$ cat config.mk
export PLATFORM = sky130hd
export DESIGN_NAME = multicycle_ctrl_fsm
export DESIGN_NICKNAME = d
export VERILOG_FILES = /design/src/rtl/multicycle_ctrl_fsm.sv
export SDC_FILE = /design/constraint.sdc
export NUM_CORES = 1
export LEC_CHECK = 0
export ABC_AREA = 1
export BUFFER_PORTS_ARGS = -buffer_cell sky130_fd_sc_hd__buf_2
export CORE_ASPECT_RATIO = 1.5
export CORE_MARGIN = 4
export CORE_UTILIZATION = 55
export DETAILED_ROUTE_END_ITERATION = 8
export PLACE_DENSITY = 0.8
export SETUP_SLACK_MARGIN = 0.15
export SLEW_MARGIN = 20
export SYNTH_ARGS = -nofsm -noshare
export SYNTH_HDL_FRONTEND = slang
export SYNTH_SLANG_ARGS = --single-unit
export TNS_END_PERCENT = 20
$ cat constraint.sdc
create_clock -name clk -period 3.8 [get_ports clk]
set_input_delay 0.38 -clock clk [delete_from_list [all_inputs] [get_ports clk]]
set_output_delay 0.38 -clock clk [all_outputs]
set_load 0.1 [all_outputs]
$ cat src/rtl/multicycle_ctrl_fsm.sv
// Multicycle control sequencer: steps each instruction through IF/ID/EX/MEM/WB and drives PC, IR, memory and register-file strobes.
// Latency: strobes are combinational from the current state; state and counters update on each rising clk edge.
// Backpressure: mem_ready=0 holds the sequencer in IF or MEM with the memory request asserted.
//
// Ports:
//   clk, rst_n          - rising-edge clock, asynchronous active-low reset
//   instr_class         - decoded IR class, sampled and latched in ID
//   alu_zero            - ALU zero flag, used by BRANCH in EX
//   mem_ready           - memory completes the access in the cycle it is high
//   state               - current state code (0 IF .. 5 HALT, 7 INIT)
//   pc_write, pc_src    - PC load strobe and source select (0 PC+4, 1 branch, 2 jump)
//   ir_write            - IR load strobe
//   mem_read, mem_write - memory requests; iord selects PC (0) or ALU result (1) as address
//   reg_write           - register-file write; mem_to_reg selects memory data for WB
//   illegal             - sticky illegal-class flag; halted is high in HALT
//   cycle_cnt           - active cycles (excludes INIT and HALT)
//   instr_cnt           - retired instructions
module multicycle_ctrl_fsm #(
    parameter int CNT_W = 32
) (
    input  logic             clk,
    input  logic             rst_n,
    input  logic [2:0]       instr_class,
    input  logic             alu_zero,
    input  logic             mem_ready,
    output logic [2:0]       state,
    output logic             pc_write,
    output logic [1:0]       pc_src,
    output logic             ir_write,
    output logic             mem_read,
    output logic             mem_write,
    output logic             iord,
    output logic             reg_write,
    output logic             mem_to_reg,
    output logic             illegal,
    output logic             halted,
    output logic [CNT_W-1:0] cycle_cnt,
    output logic [CNT_W-1:0] instr_cnt
);

    typedef enum logic [2:0] {
        S_IF   = 3'd0,
        S_ID   = 3'd1,
        S_EX   = 3'd2,
        S_MEM  = 3'd3,
        S_WB   = 3'd4,
        S_HALT = 3'd5,
        S_BAD  = 3'd6,
        S_INIT = 3'd7
    } state_t;

    localparam logic [2:0] CL_ALU_R  = 3'd0;
    localparam logic [2:0] CL_ALU_I  = 3'd1;
    localparam logic [2:0] CL_LOAD   = 3'd2;
    localparam logic [2:0] CL_STORE  = 3'd3;
    localparam logic [2:0] CL_BRANCH = 3'd4;
    localparam logic [2:0] CL_JUMP   = 3'd5;
    localparam logic [2:0] CL_HALT   = 3'd6;
    localparam logic [2:0] CL_ILL    = 3'd7;

    state_t           state_q, state_d;
    logic [2:0]       class_q, class_d;
    logic             illegal_q, illegal_d;
    logic [CNT_W-1:0] cycle_cnt_q, instr_cnt_q;
    logic             retire;
    logic             active;

    always_comb begin
        state_d    = state_q;
        class_d    = class_q;
        illegal_d  = illegal_q;
        retire     = 1'b0;
        pc_write   = 1'b0;
        pc_src     = 2'd0;
        ir_write   = 1'b0;
        mem_read   = 1'b0;
        mem_write  = 1'b0;
        iord       = 1'b0;
        reg_write  = 1'b0;
        mem_to_reg = 1'b0;
        halted     = 1'b0;
        case (state_q)
            S_INIT: state_d = S_IF;
            S_IF: begin
                mem_read = 1'b1;
                if (mem_ready) begin
                    ir_write = 1'b1;
                    pc_write = 1'b1;
                    state_d  = S_ID;
                end
            end
            S_ID: begin
                // class_q is not yet valid here, so decode the live input.
                class_d = instr_class;
                case (instr_class)
                    CL_JUMP: begin
                        pc_write = 1'b1;
                        pc_src   = 2'd2;
                        retire   = 1'b1;
                        state_d  = S_IF;
                    end
                    CL_HALT: state_d = S_HALT;
                    CL_ILL: begin
                        illegal_d = 1'b1;
                        state_d   = S_HALT;
                    end
                    default: state_d = S_EX;
                endcase
            end
            S_EX: begin
                case (class_q)
                    CL_ALU_R, CL_ALU_I: state_d = S_WB;
                    CL_LOAD, CL_STORE:  state_d = S_MEM;
                    CL_BRANCH: begin
                        // Taken or not, the branch is finished here.
                        pc_write = alu_zero;
                        pc_src   = 2'd1;
                        retire   = 1'b1;
                        state_d  = S_IF;
                    end
                    default: begin
                        // JUMP/HALT/illegal never reach EX; park defensively.
                        illegal_d = 1'b1;
                        state_d   = S_HALT;
                    end
                endcase
            end
            S_MEM: begin
                iord      = 1'b1;
                mem_read  = (class_q == CL_LOAD);
                mem_write = (class_q == CL_STORE);
                if (mem_ready) begin
                    if (class_q == CL_LOAD) begin
                        state_d = S_WB;
                    end else begin
                        retire  = 1'b1;
                        state_d = S_IF;
                    end
                end
            end
            S_WB: begin
                reg_write  = 1'b1;
                mem_to_reg = (class_q == CL_LOAD);
                retire     = 1'b1;
                state_d    = S_IF;
            end
            S_HALT: halted = 1'b1;
            default: begin
                // Unreachable code 6: behave as HALT and flag it.
                halted    = 1'b1;
                illegal_d = 1'b1;
                state_d   = S_HALT;
            end
        endcase
    end

    assign active = (state_q != S_INIT) && (state_q != S_HALT) && (state_q != S_BAD);

    always_ff @(posedge clk or negedge rst_n) begin
        if (!rst_n) begin
            state_q     <= S_INIT;
            class_q     <= 3'd0;
            illegal_q   <= 1'b0;
            cycle_cnt_q <= '0;
            instr_cnt_q <= '0;
        end else begin
            state_q   <= state_d;
            class_q   <= class_d;
            illegal_q <= illegal_d;
            if (active) cycle_cnt_q <= cycle_cnt_q + CNT_W'(1);
            if (retire) instr_cnt_q <= instr_cnt_q + CNT_W'(1);
        end
    end

    assign state     = state_q;
    assign illegal   = illegal_q;
    assign cycle_cnt = cycle_cnt_q;
    assign instr_cnt = instr_cnt_q;

endmodule

**After elaboration in Yosys (flattened, before gate mapping)**

Index checks and enable logic that the tools add are counted.

- Reductions and logical operators: 13
- Multiplexer cells: 27
- Add/subtract/negate cells: 2
- Bitwise logic cells: 2
- Eq/ne operators: 20

Operator list:

| kind | count |
|---|---|
| 32-bit by 1-bit adder with 32-bit output (second input constant) | 2 |
| 3-bit == test (second input constant) | 7 |
| 3-bit one-hot mux with 6 select lines | 1 |
| 1-bit two-way mux | 15 |
| 3-bit by 2-bit == test with 1-bit output (second input constant) | 4 |
| 5-bit OR reduction | 2 |
| 3-bit two-way mux | 3 |
| 3-bit inequality test (second input constant) | 3 |
| 3-bit one-hot mux with 3 select lines | 1 |
| 2-bit inequality test (second input constant) | 4 |
| 2-bit OR reduction | 4 |
| 3-bit by 1-bit == test with 1-bit output (second input constant) | 2 |
| 3-bit zero test | 2 |
| 1-bit one-hot mux with 3 select lines | 2 |
| 3-bit one-hot mux with 2 select lines | 1 |
| 3-bit AND reduction | 2 |
| 6-bit OR reduction | 1 |
| 1-bit one-hot mux with 4 select lines | 1 |
| 2-bit one-hot mux with 2 select lines | 1 |
| 1-bit logical AND | 2 |
| 2-bit two-way mux | 1 |
| 1-bit inverter | 2 |
| 1-bit one-hot mux with 2 select lines | 1 |

- Input port bits: 7
- Logic and storage cells: 69
- Output and inout port bits: 78
- Register bits: 71

**Depth between registers and ports, before layout**

Gate-level depths: netlist of run 1.

- Depth after elaboration: 4
- Gate-level depth with buffers: 10
- Mapped depth without buffers: 10

**Least setup slack after synthesis of run 1**

Ideal clock, no wire load.

- Path kind: reg-to-output
- Start: register state_q[2] (netlist: state[2])
- End: output port mem_to_reg
- Cell stages (with the launch flop): 3
- Path buffers: 0
- Slack: -564 ps
- Arrival time: 3984 ps
- Data required time: 3420 ps
- Cells stage by stage: dfstp_2 inv_2 nor4_1

- Longest elaborated chain between the ends: 2

Ends and longest elaborated chain:

| what | RTL line | RTL |
|---|---|---|
| from (decl) | 61 | `state_t state_q, state_d;` |
| from (signal assigned) | 167 | `state_q <= state_d;` |
| 3-bit == test | 82 | `case (state_q)` |
| 1-bit two-way mux | 82 |  |
| to (decl) | 34 | `output logic mem_to_reg,` |

No other way between the ends.

**Worst setup path in the final report of run 1**

- Start: register state_q[1] (netlist: state[1])
- End: output port halted

- Longest elaborated chain between the ends: 3
- Elaborated cells on any way between the ends: 8
- Classes of those cells: 5 x eq/ne; 1 x mux; 2 x reduce/logical

Ends and longest elaborated chain:

| what | RTL line | RTL |
|---|---|---|
| 3-bit by 2-bit == test with 1-bit output, or another cell as far along | 82 |  |
| 6-bit OR reduction (no source line) (*) | - |  |
| 1-bit two-way mux (*) | 82 |  |
| to (decl) | 36 | `output logic halted,` |

Every way passes the cells marked *; elsewhere a longest branch is shown, timed or not.

==> results of run 1 <==
==> Yosys cell counts <==
library cell / count / area, µm²
ha_1: 2 / 25.02
a21oi_1: 3 / 15.01
nor4_1: 2 / 12.51
nand2_2: 1 / 6.260
nand3_2: 1 / 10.01
dfstp_2: 3 / 78.83
dfrtp_1: 68 / 1702
nor2_1: 109 / 409.1
buf_4: 3 / 22.52
a21o_1: 1 / 7.510
nand4_1: 8 / 50.05
nand2_4: 1 / 11.26
nor3_1: 2 / 10.01
o21ai_0: 9 / 45.04
nand3_1: 35 / 175.2
a31oi_1: 1 / 6.260
nor2_4: 3 / 33.78
o211ai_1: 1 / 7.510
inv_1: 60 / 225.2
inv_4: 1 / 6.260
inv_2: 2 / 7.510
o21ai_1: 13 / 65.06
nor2_2: 5 / 31.28
and2_1: 1 / 6.260
xnor2_1: 10 / 87.58
xor2_1: 21 / 183.9
nand2_1: 274 / 1028
buf_6: 3 / 33.78
nand3b_1: 5 / 37.54
==> sequential cells by signal (all words and copies together), names as in the netlist <==
| name | cells |
|---|---|
| class_q | 3 |
| illegal | 1 |
| cycle_cnt | 32 |
| instr_cnt | 32 |
| state | 3 |
==> cell type report <==
cell class | count | area (µm²) | share of cell area
clock buffers | 13 | 260.3 | 0.05030
inverters | 63 | 239.0 | 0.04619
clock inverters | 3 | 65.06 | 0.01258
multi-input cells | 508 | 2271 | 0.4389
well taps | 102 | 127.6 | 0.02467
flip-flops and latches | 71 | 1780 | 0.3441
repair buffers | 85 | 430.4 | 0.08319
==> critical path: stages, from the launching register on <==
cell,delay [ps]
dfstp_2,560
inv_1,90
nand2_1,120
nand2_1,260
inv_2,230
nand2_1,130
inv_1,60
buf_2,410
==> layer usage <==
layer	wire length [µm]	vias up
li1	-	2182
met1	4381	2039
met2	5999	154
met3	532	42
met4	509	0
met5	0	-
==> cells by family after synthesis <==
kind of cell,Yosys count,share of synthesized area
compound gates,28,0.03373
xor+xnor,31,0.06255
fa+ha+maj,2,0.005764
buf+inv,69,0.06803
flops,71,0.4102
simple gates,447,0.4197
==> how the worst min path moves through the flow <==
| stage | endpoint | slack [ps] | cells past startpoint | startpoint |
|---|---|---|---|---|
| 6_report | instr_cnt[2] | 70 | 1 | rst_n |
| 5_1_grt | instr_cnt[1] | 110 | 1 | rst_n |
| 4_1_cts | instr_cnt[2] | 290 | 1 | rst_n |
| 3_5_place_dp | illegal | 480 | 1 | illegal |
| 3_3_place_gp | illegal | 480 | 1 | illegal |
| 2_1_floorplan | class_q[0] | 80 | 0 | rst_n |
==> through the flow <==
step | hold slack, ps | setup WS (ps) | power (µW)
finish | 65.26 | 1219 | 3459
global route | 113.7 | 992.2 | 3621
CTS | 293.7 | 1198 | 3477
detailed placement | 476.1 | 1552 | 2555
global placement | 476.7 | 1597 | 2522
floorplan | 84.41 | -538.3 | 2316
==> power by group through the flow <==
stage               Clock, µW  Sequential, µW  Combinational (µW)
floorplan                   0            1630                 681
global placement            0            1020                1500
detailed placement          0            1030                1520
CTS                       930            1020                1530
global route              963            1040                1620
finish                    917            1020                1520
==> metrics.yaml, run 1 <==
outcome: "finished clean"
drc: 0
max-vdd-ir-drop_mv: 0.7150
grt_usage: 0.2647
tightest_slew_ps: 619.8
slew_viol_final: 0
numCtsBuffers: 9
met3_usage: 0.03982
intPower_uw: 1726
skew_ps: 4.656
rr_startpoint: "class_q[2]"
p_sw_uw: 1732
use_met1: 0.2975
die_y_um: 116.8
antenna_found_initial: 0
num-nets-final: 747
yosysWarnings: 0
worstSetupStartpoint: "state[1]"
grt_pass1_wl_mm: 19.62
cts_max_path_buffers: 2
drv_cap: 0
fmax_mhz: 387.4
grt_max_degree: 50
htreeDepth: 3
cts_sinks: 71
endpoint: "halted"
p_leak_uw: 0.002613
layout_commonest_cell: "nand2_1"
first_global_vias: 4423
critPathArrivalTime_ps: 2200
n_antenna_cell: 0
core_area_um2: 7661
avgSynthCellArea_um2: 6.698
port_buffers: 84
cts_tree: "done"
die_area_um2: 9406
slew-limit-headroom: 0.5868
viasPerCell: 5.227
layout_min_cycle_time_ps: 2581
setup-tns-final_ps: 0
drive_above_1_share: 0.1575
seq_area_frac_synth: 0.4102
regToRegEndpoint: "instr_cnt[13]"
fin_crit_sh: 0.6793
grt-busiest-layer: "met2"
gr-total-overflow: 0
ios: 85
drtPass1Iterations: 5
fin_area_um2: 5174
required_ps: 3420
criticalPathCategory: "reg2out"
final_core_utilization: 0.6753
area_delta_synth_final_pct: 19.20
start_kind: "register"
worst_r2r_path_depth: 9
setup_violations: 0
cts_root_buf: "clkbuf_16"
nFillCells: 699
num_rows: 39
post_cts_buffers: 0
p_clk_frac: 0.265
hold_class: "in2async"
vias: 4417
die_x_um: 80.54
dp_hpwl_mm: 8.724
place_area_um2: 4846
r2r_slack_ps: 1850
grtUsageMet2: 0.4657
drt_iter0_markers: 296
gp_congestion: 0.9141
dp.cells: 829
start_util: 0.5666
synth_cells: 648
routed_wirelength_mm: 11.42
path_clk_slew_ps: 60
yosys.cell_types.count: 29
routedWlPerCell_um: 13.52
cts_hold_buffers: 0
ant_nets: 0
final_cell_mix: "274 x nand2_1, 109 x nor2_1, 83 x buf_2, 68 x dfrtp_1, 60 x inv_1"
pwr-share-comb: 0.440
end_kind: "primary output"
pwr-share-seq: 0.295
syn-cell-area_um2: 4340
clk_latency_ps: 330
power_density_nw_per_um2: 668.5
synth_fp_nets: 657
rsz0062_at_grt: "no"
switching_share: 0.5008
stdcell_count: 845
ys_seq_elements: 71
ctsResizeCount: 0
crit_fanout: 13
hold_viol: 0
Power figures use the tool's default switching activity.
==> run 2, diff against run 1 <==
Settings changed: ABC_AREA 1 to 0, CORE_UTILIZATION 55 to 53, PLACE_DENSITY 0.8 to 0.79.
Clock period 3.8 ns to 2.55 ns, I/O delays scaled along.
==> metrics.yaml, run 2 <==
outcome: "finished clean"
worst_r2r_path_depth: 6
drt_iter0_markers: 173
vias: 2749
tightest_slew_ps: 810.1
rsz0062_at_grt: "yes"
gr-total-overflow: 0
cts_max_path_buffers: 2
power_density_nw_per_um2: 538.8
max-vdd-ir-drop_mv: 0.2945
htreeDepth: 3
crit_buf_inv: 2
criticalPathCategory: "reg2out"
grt_max_degree: 37
yosys-top-cells-area: "dfrtp_1 49%, xnor2_1 8.3%, xor2_1 7.3%, nand2_1 3.5%, nand3_1 2.6%"
area_delta_synth_final_pct: 25.18
final_cell_mix: "81 x buf_2, 68 x dfrtp_1, 33 x nand2_1, 33 x xnor2_1, 29 x xor2_1"
start_kind: "register"
grt_usage: 0.2091
drive_above_1_share: 0.3174
regToRegEndpoint: "instr_cnt[20]"
ys_seq_elements: 71
dp.cells: 477
drc: 0
yosysWarnings: 0
hold_class: "in2async"
crit_family: "simple AND/OR/NAND/NOR gates"
skew_ps: 8.775
grt_pass1_wl_mm: 12.97
dp_hpwl_mm: 5.641
die_x_um: 74.29
slew_viol_final: 0
setup_ws_ps: 180.9
p_leak_uw: 0.002280
first_global_vias: 2760
n_antenna_cell: 0
syn-cell-area_um2: 3493
yosys.cell_types.count: 50
synth_edf_count: 0
avgSynthCellArea_um2: 10.95
routed_wirelength_mm: 7.716
num_rows: 36
clk_latency_ps: 340
synth_fp_nets: 328
synth_most_common_cell: "dfrtp_1"
fmax_mhz: 422.1
rr_startpoint: "state[1]"
routedWlPerCell_um: 15.59
gp_congestion: 0.9377
synth_largest_area_cell: "dfrtp_1"
seq_area_frac_synth: 0.5097
die_area_um2: 7981
ant_nets: 0
ios: 85
stdcell_count: 495
cts_root_buf: "clkbuf_8"
r2r_slack_ps: 380
drtPass1Iterations: 4
slew-limit-headroom: 0.4599
critPathArrivalTime_ps: 2110
layout_commonest_cell: "buf_2"
synth_cells: 319
fin_crit_sh: 0.9290
max_stage_delay_ps: 540
viasPerCell: 5.554
worstPathCellList: "buf_4 > nand2b_1 > nor4_4 > clkbuf_4"
end_kind: "primary output"
numCtsBuffers: 9
slowest_stage: "nor4_4"
path_clk_slew_ps: 80
port_buffers: 84
cts_tree: "done"
setup_violations: 0
synthArstFlopShare: 1.000
hold_viol: 0
cts_sinks: 71
synth_ff_type: "dfrtp_1"
core_area_um2: 6441
antenna_found_initial: 0
timing.hold.ws_ps: 1.788
num-nets-final: 423
cts_hold_buffers: 0
crit_fanout: 15
synth_commonest_cells: "68 x dfrtp_1, 33 x nand2_1, 33 x xnor2_1"
layout_min_cycle_time_ps: 2369
drv_cap: 0
synth_top_area_frac: 0.4871
required_ps: 2300
dpl_worst_slack_ps: 252.1
die_y_um: 107.4
start_util: 0.5423
## run 2: worst max-delay path by stage
stage,start,slack (ps),end,cells after the start
detailed placement,class_q[0],250,instr_cnt[10],5
global placement,class_q[0],300,instr_cnt[10],5
finish,state[0],180,pc_src[0],4
CTS,state[0],90,pc_src[0],4
floorplan,state[1],-610,pc_write,4
global route,state[0],110,pc_src[0],4
## run 2: cells by family after synthesis
kind of cell | Yosys count | share of synthesized area
fa+ha+maj | 2 | 0.007162
compound gates | 24 | 0.05910
simple gates | 141 | 0.2325
flops | 71 | 0.5097
xor+xnor | 62 | 0.1554
mux | 5 | 0.01612
buf+inv | 14 | 0.02006
## run 2: metal layers
metal | up-vias | part of all wire | track usage
li1 | 1318 | - | -
met1 | 1348 | 0.41 | 0.2641
met2 | 65 | 0.52 | 0.3464
met3 | 18 | 0.050 | 0.03271
met4 | 0 | 0.023 | 0.09542
met5 | - | 0 | 0
## run 2: metrics by stage
stage | TNS, ps | cell area [µm²] | util | total power, µW
floorplan | -16730 | 3561 | - | 1150
global placement | 0 | 4086 | 0.6344 | 1184
detailed placement | 0 | 4086 | 0.6344 | 1185
CTS | 0 | 4355 | 0.6762 | 2381
global route | 0 | 4373 | 0.6789 | 2433
finish | 0 | 4373 | 0.6789 | 2356
## run 2: power breakdown
part / internal, µW / switching, µW / leakage (µW)
registers: 1120 / 0 / 0.000967
logic: 7.97 / 27.5 / 0.00118
clock network: 754 / 442 / 0.000134
## run 2: area by class of cell
cell class,instances,area [µm²]
flip-flops and latches,71,1784
fillers,481,2068
clock buffers,9,123.9
multi-input cells,234,1699
well taps,76,95.09
repair buffers,90,498.0
clock inverters,7,142.6
inverters,8,30.03
## run 2: repair_timing
item | CTS | global route
endpoints found under the setup margin | 2 | 8
gates resized for setup | 1 | 1
pin swaps | 0 | 1
buffers inserted | 0 | 2
==> run 3, diff against run 2 <==
Clock period 2.55 ns to 2.4 ns, I/O delays scaled along.
==> metrics.yaml, run 3 (synthesis results as in run 2) <==
rsz0062_at_grt: "yes"
drive_above_1_share: 0.3395
ant_nets: 0
core_area_um2: 6441
cts_tree: "done"
gp_congestion: 0.9469
r2r_slack_ps: 280
htreeDepth: 3
timing.hold.ws_ps: 178.7
dp.cells: 486
die_area_um2: 7981
die_y_um: 107.4
setup_violations: 0
antenna_found_initial: 0
worst_r2r_path_depth: 8
drc: 0
layout_min_cycle_time_ps: 2227
numCtsBuffers: 9
critPathArrivalTime_ps: 1990
port_buffers: 84
path_clk_slew_ps: 80
regToRegEndpoint: "instr_cnt[28]"
layout_commonest_cell: "buf_2"
min_to: "class_q[0]"
slew_viol_final: 0
required_ps: 2160
num_rows: 36
gr-total-overflow: 0
drtPass1Iterations: 4
drt_iter0_markers: 137
setup_ws_ps: 173.3
vias: 2846
end_kind: "primary output"
routedWlPerCell_um: 15.69
rr_startpoint: "state[1]"
crit_fanout: 10
start_kind: "register"
dp_hpwl_mm: 5.866
num-nets-final: 437
routed_wirelength_mm: 7.984
drv_cap: 0
hold_class: "in2reg"
hold_viol: 0
viasPerCell: 5.591
nFillCells: 511
ios: 85
grt_pass1_wl_mm: 13.32
first_global_vias: 2821
grt_max_degree: 48
cts_max_path_buffers: 2
min-delay-start: "instr_class[0]"
fmax_mhz: 449.1
final_cell_mix: "81 x buf_2, 68 x dfrtp_1, 33 x nand2_1, 33 x xnor2_1, 29 x xor2_1"
outcome: "finished clean"
area_delta_synth_final_pct: 26.61
max-vdd-ir-drop_mv: 0.3555
hold_path_depth: 2
grt_usage: 0.2177
clk_latency_ps: 350
slew-limit-headroom: 0.5863
cts_sinks: 71
n_antenna_cell: 0
setup-tns-final_ps: 0
cts_root_buf: "clkbuf_8"
skew_ps: 9.637
criticalPathCategory: "reg2out"
start_util: 0.5423
die_x_um: 74.29
stdcell_count: 509
dpl_worst_slack_ps: 286.0
fin_crit_sh: 0.9278
p_leak_uw: 0.002316
power_density_nw_per_um2: 475.4
tightest_slew_ps: 620.6
## run 3: power by group
part / switching (µW) / internal, µW
combinational: 30.2 / 9.52
sequential: 0 / 1200
clock: 443 / 425
## run 3: critical path, cell delays in order, from the launching register on
cell and delay, ps:
dfstp_4 490, buf_12 150, or3_1 420, nor2_2 130, buf_2 440
## run 3: worst max-delay path by stage
stage,slack [ps],startpoint,to,cells past startpoint
after floorplan,-750,state[1],pc_write,4
after global placement,360,state[1],instr_cnt[23],6
after detailed placement,290,state[1],instr_cnt[13],6
after CTS,150,state[1],pc_src[0],5
after global routing,90,state[1],mem_read,4
final,170,state[1],ir_write,4
## run 3: timing repair
item / in CTS / in global routing
buffers inserted: 6 / 0
hold buffers: 1 / 0
endpoints found under the setup margin: 1 / 8
endpoints found under the hold margin: 24 / 0
pin swaps: 1 / 0
resized for setup: 1 / 1
## run 3: cell type report
cell class | count | area [µm²] | share of cell area
clock buffer | 12 | 155.1 | 0.03508
sequential | 71 | 1784 | 0.4034
multi-input combinational | 234 | 1708 | 0.3861
inverter | 8 | 30.03 | 0.006789
timing repair buffer | 104 | 630.6 | 0.1426
tap | 76 | 95.09 | 0.02150
clock inverter | 4 | 20.02 | 0.004526
## run 3: per-layer routing
layer	wire length [µm]	share of wire	vias to the layer above	track usage
met1	3245	0.41	1356	0.2743
li1	-	-	1355	-
met2	3882	0.49	106	0.3369
met3	550	0.069	29	0.05234
met5	0	0	-	0
met4	305	0.038	0	0.1234
## run 3: per-stage QoR
| step | instance area (µm²) | utilization | total power (µW) |
|---|---|---|---|
| 2_1_floorplan | 3568 | - | 1222 |
| 3_3_place_gp | 4177 | 0.6484 | 1259 |
| 3_5_place_dp | 4177 | 0.6484 | 1259 |
| 4_1_cts | 4420 | 0.6863 | 2117 |
| 5_1_grt | 4423 | 0.6867 | 2180 |
| 6_report | 4423 | 0.6867 | 2103 |
